**src/rtl/fetch_buffer_pkg.sv**
```systemverilog
// Shared types and constants for the instruction fetch buffer.
package fetch_buffer_pkg;
  localparam int WORD_W = 32;

  typedef enum logic [1:0] {
    IDLE    = 2'd0,
    REQ     = 2'd1,
    DISCARD = 2'd2
  } fb_state_e;

  // One buffered instruction together with its fall-through address.
  typedef struct packed {
    logic [WORD_W-1:0] inst;
    logic [WORD_W-1:0] pc4;
  } fb_entry_t;
endpackage

```
**src/rtl/fetch_fifo.sv**
```systemverilog
// Entry storage and pointers for the fetch buffer; flush wins over push/pop.
module fetch_fifo
  import fetch_buffer_pkg::*;
#(
  parameter int DEPTH = 4
) (
  input  logic                   clk,
  input  logic                   reset,
  input  logic                   push,
  input  fb_entry_t              push_data,
  input  logic                   pop,
  input  logic                   flush,
  output fb_entry_t              head,
  output logic                   full,
  output logic                   empty,
  output logic [$clog2(DEPTH):0] level
);
  localparam int AW = $clog2(DEPTH);

  logic [AW-1:0] wr_ptr, rd_ptr;
  logic [AW:0]   count;
  fb_entry_t     mem [DEPTH];

  // Pointer/count update and entry write; storage cleared so head reads 0 in reset.
  always_ff @(posedge clk or negedge reset) begin
    if (!reset) begin
      wr_ptr <= '0;
      rd_ptr <= '0;
      count  <= '0;
      for (int i = 0; i < DEPTH; i++) mem[i] <= '0;
    end else if (flush) begin
      wr_ptr <= '0;
      rd_ptr <= '0;
      count  <= '0;
    end else begin
      if (push) begin
        mem[wr_ptr] <= push_data;
        wr_ptr      <= wr_ptr + AW'(1);
      end
      if (pop) rd_ptr <= rd_ptr + AW'(1);
      case ({push, pop})
        2'b10:   count <= count + (AW+1)'(1);
        2'b01:   count <= count - (AW+1)'(1);
        default: count <= count;
      endcase
    end
  end

  assign head  = mem[rd_ptr];
  assign full  = (count == (AW+1)'(DEPTH));
  assign empty = (count == '0);
  assign level = count;
endmodule

```
**src/rtl/fetch_buffer.sv**
```systemverilog
// Instruction fetch buffer: issues sequential fetches, queues returned words,
// and flushes/refetches on branch redirect.
module fetch_buffer
  import fetch_buffer_pkg::*;
#(
  parameter int              DEPTH    = 4,
  parameter logic [WORD_W-1:0] RESET_PC = 32'h0000_0000
) (
  input  logic                   clk,
  input  logic                   reset,
  output logic                   mem_req,
  output logic [WORD_W-1:0]      mem_addr,
  input  logic                   mem_ack,
  input  logic [WORD_W-1:0]      mem_rdata,
  input  logic                   redirect,
  input  logic [WORD_W-1:0]      redirect_pc,
  input  logic                   hold,
  output logic                   inst_valid,
  output logic [WORD_W-1:0]      inst,
  output logic [WORD_W-1:0]      inst_pc4,
  output logic [$clog2(DEPTH):0] level
);
  localparam int LW = $clog2(DEPTH) + 1;

  fb_state_e         state, state_nxt;
  logic [WORD_W-1:0] fetch_pc;
  logic [WORD_W-1:0] held_addr;   // address still owed an ack while discarding
  logic              push, pop, full, empty, last_slot;
  fb_entry_t         head;

  // Redirect kills both the push of an arriving word and any pop this cycle.
  assign push      = (state == REQ) && mem_ack && !redirect;
  assign pop       = inst_valid && !hold && !redirect;
  assign last_slot = (level == LW'(DEPTH - 1)) && !pop;

  fetch_fifo #(.DEPTH(DEPTH)) u_fifo (
    .clk       (clk),
    .reset     (reset),
    .push      (push),
    .push_data ('{inst: mem_rdata, pc4: fetch_pc + 32'd4}),
    .pop       (pop),
    .flush     (redirect),
    .head      (head),
    .full      (full),
    .empty     (empty),
    .level     (level)
  );

  assign inst_valid = !empty;
  assign inst       = head.inst;
  assign inst_pc4   = head.pc4;

  // State register, fetch pointer and the address held across a discard.
  always_ff @(posedge clk or negedge reset) begin
    if (!reset) begin
      state     <= IDLE;
      fetch_pc  <= RESET_PC;
      held_addr <= RESET_PC;
    end else begin
      state <= state_nxt;
      if (redirect)  fetch_pc <= redirect_pc;
      else if (push) fetch_pc <= fetch_pc + 32'd4;
      if (state == REQ && redirect && !mem_ack) held_addr <= fetch_pc;
    end
  end

  // Next state and memory-side outputs.
  always_comb begin
    state_nxt = state;
    mem_req   = 1'b0;
    mem_addr  = fetch_pc;
    unique case (state)
      IDLE: begin
        // A pop or an empty slot guarantees room for the next word.
        if (redirect || pop || !full) state_nxt = REQ;
      end
      REQ: begin
        mem_req = 1'b1;
        if (redirect)                  state_nxt = mem_ack ? REQ : DISCARD;
        else if (mem_ack && last_slot) state_nxt = IDLE;
      end
      DISCARD: begin
        mem_req  = 1'b1;
        mem_addr = held_addr;
        if (mem_ack) state_nxt = REQ;
      end
      default: state_nxt = IDLE;
    endcase
  end
endmodule

```
**config.mk**
```make
export PLATFORM = sky130hd
export DESIGN_NAME = fetch_buffer
export DESIGN_NICKNAME = d
export VERILOG_FILES = /design/src/rtl/fetch_buffer_pkg.sv /design/src/rtl/fetch_fifo.sv /design/src/rtl/fetch_buffer.sv
export SDC_FILE = /design/constraint.sdc
export NUM_CORES = 1
export LEC_CHECK = 0
export CORE_MARGIN = 2
export CORE_UTILIZATION = 57
export DETAILED_ROUTE_END_ITERATION = 12
export GPL_ROUTABILITY_DRIVEN = 0
export HOLD_SLACK_MARGIN = 0.08
export PLACE_DENSITY = 0.78
export REMOVE_ABC_BUFFERS = 1
export SLEW_MARGIN = 20
export SYNTH_ARGS = -nofsm -noshare
export SYNTH_HDL_FRONTEND = slang
export SYNTH_SLANG_ARGS = --single-unit
```
**constraint.sdc**
```tcl
create_clock -name clk -period 2.8 [get_ports clk]
set_input_delay 0.42 -clock clk [delete_from_list [all_inputs] [get_ports clk]]
set_output_delay 0.42 -clock clk [all_outputs]
set_load 0.01 [all_outputs]
```
# Yosys cells after proc, flatten, opt, wreduce, memory -nomap -nowiden
# Cells that the tools add are included.
[totals] wordCells=81 register_bits=329 input_bits=69
[op_classes] muxes=22 reduce_logical=25 n_lt_le_gt_ge=3 n_addsub=5 bitwise=3 n_eq_ne=9
[op_table] cell="$bwmux W256" count=1
[op_table] cell="$mux W64" count=3
[op_table] cell="$bmux W64 S2" count=1
[op_table] cell="$demux W64 S2" count=1
[op_table] cell="$mux W32" count=3
[op_table] cell="$add A32 B3 Y32 const B" count=1
[op_table] cell="$mux W2" count=9
[op_table] cell="$logic_and A1 B1 Y1" count=9
[op_table] cell="$ge A3 B3 Y1 const B" count=2
[op_table] cell="$logic_not A1 Y1" count=6
[op_table] cell="$not A2 Y3" count=2
[op_table] cell="$pmux W2 S3" count=1
[op_table] cell="$pmux W3 S2" count=1
[op_table] cell="$add A2 B1 Y2 const B" count=2
[op_table] cell="$eq A2 B1 Y1 const B" count=2
[op_table] cell="$eq A2 B2 Y1 const B" count=2
[op_table] cell="$ne A2 B2 Y1 const B" count=2
[op_table] cell="$reduce_bool A2 Y1" count=2
[op_table] cell="$add A3 B1 Y3 const B" count=1
[op_table] cell="$eq A3 B2 Y1 const B" count=1
[op_table] cell="$eq A3 B3 Y1 const B" count=1
[op_table] cell="$logic_not A3 Y1" count=1
[op_table] cell="$lt A3 B1 Y1 const B" count=1
[op_table] cell="$mux W3" count=1
[op_table] cell="other kinds (10)" count=11

# Logic depth before layout (Yosys ltp)
[logic_depth] word_depth=10 depth_mapped=9 ltp_nobuf=8

# Hierarchy
# From an unflattened synthesis, not the netlist that was laid out.
[hier_totals] cells_unflattened=1084 hier_area_um2=16713.5
[by_module_without_submodules] mod="fetch_fifo" area_each_um2=12562.0 cells_per_inst=658 seq_area_each_um2=6581.3 instances=1
[by_module_without_submodules] mod="fetch_buffer" area_each_um2=4151.5 cells_per_inst=426 seq_area_each_um2=1651.6 instances=1

# Least setup slack after synthesis
# No wires, ideal clock.
[synth_path] path_kind="register -> register" from="reg fetch_pc[3]" to="reg u_fifo.mem[148] (netlist bit)" arrival_time_ns=2.041 stages_incl_launch_ff=7 path_buffers=1 period_less_slack_ns=2.123 slack_ns=0.677 t_required_ns=2.718 path_cell_list="dfrtp_1 -> ha_1 -> nand4_2 -> or4_1 -> buf_2 -> or3_1 -> a31oi_1"
[synth_via] elab_chain_len=2
[synth_rtl] item="start, declared" line="fetch_buffer.sv:26" text="logic [WORD_W-1:0] fetch_pc;"
[synth_rtl] item="start signal, assigned" line="fetch_buffer.sv:61" text="if (redirect) fetch_pc <= redirect_pc;"
[synth_rtl] item="start signal, assigned" line="fetch_buffer.sv:62" text="else if (push) fetch_pc <= fetch_pc + 32'd4;"
[synth_rtl] item="$add A32 B3 Y32" line="fetch_buffer.sv:40" text=".push_data ('{inst: mem_rdata, pc4: fetch_pc + 32'd4}),"
[synth_rtl] item="$bwmux W256" line="fetch_fifo.sv:37" text="mem[wr_ptr] <= push_data;"
[synth_rtl] item="end signal, assigned by index" line="fetch_fifo.sv:37"
[synth_rtl] item="end, declared" line="fetch_fifo.sv:22" text="fb_entry_t mem [DEPTH];"
# Every way passes these cells.
# A chain may end at the register's enable or synchronous reset.

# Worst setup path after layout
[layout_path] from="reg u_fifo.rd_ptr[0]" to="out inst_pc4[21]"
[layout_via] elab_chain_len=4
[layout_rtl] item="start, declared" line="fetch_fifo.sv:20" text="logic [AW-1:0] wr_ptr, rd_ptr;"
[layout_rtl] item="start signal, assigned" line="fetch_fifo.sv:40" text="if (pop) rd_ptr <= rd_ptr + AW'(1);"
[layout_rtl] item="$not A2 Y3 (not written as such)" line="fetch_fifo.sv:49" text="assign head = mem[rd_ptr];"
[layout_rtl] item="$bmux W64 S2" line="fetch_fifo.sv:49"
[layout_rtl] item="$mux W64 (not written as such) (2 in series)" line="fetch_fifo.sv:49"
[layout_rtl] item="end, declared" line="fetch_buffer.sv:20" text="output logic [WORD_W-1:0] inst_pc4,"
# Every way passes these cells. The select of a mux whose other input is x is not followed.

==> run_results.csv <==
group,metric,value,unit
logic_synthesis,syn_area_per_cell,10.07,sq um
grt,grt_pass1_wl,66.63,mm
flow_run,drv_cap,0,
grt,grt_usage,29.50,%
pwr,p_leak,0.009003,uW
setup_path,r2r-end,"u_fifo.mem[212]$_DFFE_PN0P_",
min_path,hold_start,"redirect",
layout,fin_util,71.66,%
sta,tightest_slew,0.6857,ns
logic_synthesis,yosysSeqAreaShare,53.18,%
clock_network,cts_tree,"yes",
placed_design,post_dp_cell_area,17690,sq um
drt,viasPerCell,6.100,
layout,areaGrowthSynthToFinish,24.04,%
pwr,p_per_area,996.6,nW/um^2
grt,antenna_found_initial,2,
setup_path,cp_max_fo,6,
logic_synthesis,ys_seq_elements,329,
floorplan,start_util,57.77,%
logic_synthesis,ys_top_cells_by_area,"dfrtp_1, nand2_1, mux4_2",
sta,setup_violations,0,
floorplan,rows,60,
layout,layout-drive-gt1-share,15.51,%
run_status,status,"completed",
drt,vias,12500,
clock_network,clkTransAtPathRegs,0.06,ns
floorplan,io_pins,170,
logic_synthesis,synth_ff_type,"dfrtp_1",
setup_path,r2r-start,"fetch_pc[3]$_DFFE_PN0N_",
logic_synthesis,async_reset_ff_share,100.0,%
sta,hold_violations,0,
clock_network,clk_path_buf_depth,3,
setup_path,worstPathRequired,2.38,ns
drt,ant_nets,0,
logic_synthesis,synth.most_common_cell,"nand2_1",
setup_path,startpoint,"u_fifo.rd_ptr[0]$_DFFE_PN0P_",
clock_network,cts.htree.levels,2,
drt,drc,0,
floorplan,core_area,26800,sq um
placed_design,port_buffers,169,
logic_synthesis,netlist.area_leader.share,53.18,%
min_path,min_to,"u_fifo.level[1]$_DFFE_PN0P_",
sta,min_period_over_period,98.78,%
layout,num_antenna_cells,0,
floorplan,die_h,168.8,um
drt,drtIter0Drc,1486,
clock_network,worstSkewPairLatency,0.53,ns
grt,grt-ovfl-total,0,
placed_design,dp_hpwl,25.13,mm
logic_synthesis,synthTopCellsByCount,"nand2_1, dfrtp_1, clkbuf_1",
sta,finalWorstPathRequiredPeriod,2.766,ns
setup_path,r2r_slack,0.28,ns
logic_synthesis,syn_area,15480,sq um
grt,grt_max_degree,82,
floorplan,dieWidth,168.8,um
clock_network,cts_buffers,37,
sta,drv_slew,0,
setup_path,reg2reg_depth,5,
setup_path,critPathArrivalTime,2.35,ns
logic_synthesis,ys_warn_count,0,
setup_path,worstSetupPathType,"flop to primary output",
logic_synthesis,synthCells,1538,
logic_synthesis,synth_top_area_cell,"dfrtp_1",
clock_network,root_buffer,"clkbuf_16",
setup_path,worstSetupStartpointType,"flop",
sta,fmax,361.5,MHz
drt,drtPass1Iterations,6,
grt,grt_pass1_vias,12680,
pwr,vdd_drop_max,0.0008947,V
placed_design,pre_cts_ws,0.2658,ns
min_path,whs_path_depth,2,
logic_synthesis,synthDistinctLibCells,44,
sta,setup_tns,0,ns
layout,nets,1767,
drt,wl,41.81,mm
floorplan,dieArea,28500,sq um
clock_network,cts_num_sinks,329,
drt,wire_per_inst,20.39,um
logic_synthesis,synth_edf_count,0,
sta,rsz0062_at_grt,"no",
sta,slew_headroom,53.93,%
sta,final.setup.worst_slack,0.03407,ns
min_path,hold_path_class,"input port to flop",
setup_path,end_kind,"primary output",
sta,finClkSkew,0.02364,ns
layout,finalInstanceArea,19200,sq um
final cells by class:
| type | instances | area (sq um) |
|---|---|---|
| Tap cell | 341 | 426.7 |
| Sequential cell | 329 | 8240 |
| Clock inverter | 10 | 135.1 |
| Fill cell | 1836 | 7596 |
| Timing Repair Buffer | 228 | 2512 |
| Clock buffer | 50 | 1087 |
| Multi-Input combinational cell | 1079 | 6754 |
| Inverter | 13 | 48.80 |
worst max-delay path, stage by stage, from the launching register on:
cell and delay [ns]:
dfrtp_4 0.49, buf_12 0.16, clkbuf_16 0.17, mux4_2 0.52
clkdlybuf4s50_1 0.50
layer usage:
layer / vias to the layer above / wire length [um] / track usage (%)
li1: 5573 / - / -
met3: 127 / 3220 / 5.892
met1: 6258 / 17150 / 40.20
met2: 542 / 20100 / 47.45
met4: 4 / 1309 / 11.09
met5: - / 27 / 0
power breakdown:
part / switching, uW / leakage, uW / internal [uW]
clock: 1920 / 0.000603 / 2980
combinational: 3140 / 0.00415 / 3700
sequential: 973 / 0.00425 / 6420
total: 6040 / 0.00900 / 13100
cells by family after synthesis:
group	count (synthesis)	share of synthesized area, %
buffers and inverters	130	3.443
AOI/OAI and AO/OA	184	6.958
adders and majority gates	10	0.8567
muxes	128	13.95
DFF	329	53.18
xor gates and xnor gates	30	1.697
and+or+nand+nor	727	19.92
registers in the layout (all words and copies together) (netlist names):
signal / flops
state: 2
u_fifo.mem: 256
fetch_pc: 32
u_fifo.rd_ptr: 2
held_addr: 32
u_fifo.level: 3
u_fifo.wr_ptr: 2
per-stage QoR:
stage | cells | power, uW | hold WS [ns]
final | 2050 | 19140 | 0.2317
after global routing | 2050 | 20180 | 0.2334
after CTS | 2047 | 19160 | 0.2268
after detailed placement | 1979 | 14110 | 0.3945
after global placement | 1979 | 13810 | 0.3881
after floorplan | 1421 | 10980 | 0.1244
placed cells by master (no fill, tap or decap), types with 4 or more instances in the layout:
master / Yosys / layout
o21ai_0: 83 / 83
clkdlybuf4s50_1: 0 / 130
o31ai_1: 8 / 8
nor3_1: 7 / 7
inv_1: 13 / 13
o211ai_1: 13 / 13
or3_1: 10 / 10
nor4_1: 7 / 7
buf_4: 4 / 37
nand3_1: 35 / 31
clkinv_2: 0 / 4
clkbuf_8: 0 / 7
nand4_1: 10 / 10
nor2_1: 75 / 75
clkbuf_16: 0 / 41
dlymetal6s2s_1: 0 / 35
mux2_2: 62 / 62
nand4_2: 4 / 4
or4_1: 28 / 28
or4_4: 4 / 4
and4_1: 5 / 5
dfrtp_1: 329 / 327
buf_12: 0 / 15
nand3_2: 0 / 4
mux4_2: 64 / 64
ha_1: 9 / 8
o21ai_1: 11 / 11
and3_2: 0 / 4
nand2_1: 530 / 530
clkbuf_1: 89 / 4
xor2_1: 11 / 11
xnor2_1: 19 / 19
a31oi_1: 58 / 58
how the worst max path moves through the flow:
| stage | cells after the start | endpoint | slack, ns |
|---|---|---|---|
| 2_1_floorplan | 1 | inst[0] | -0.91 |
| 3_5_place_dp | 5 | fetch_pc[31]$_DFFE_PN0N_ | 0.27 |
| 5_1_grt | 4 | inst[10] | 0.00008 |
| 4_1_cts | 3 | inst_pc4[27] | -0.03 |
| 3_3_place_gp | 5 | fetch_pc[31]$_DFFE_PN0N_ | 0.29 |
| 6_report | 4 | inst_pc4[21] | 0.03 |
repair_timing:
item,CTS,global route
resized for setup,5,41
endpoints found under the hold margin,55,0
hold buffers,1,0
buffers inserted,6,1
endpoints found under the setup margin,56,62
cloned,1,2
Power figures use the tool's default switching activity.
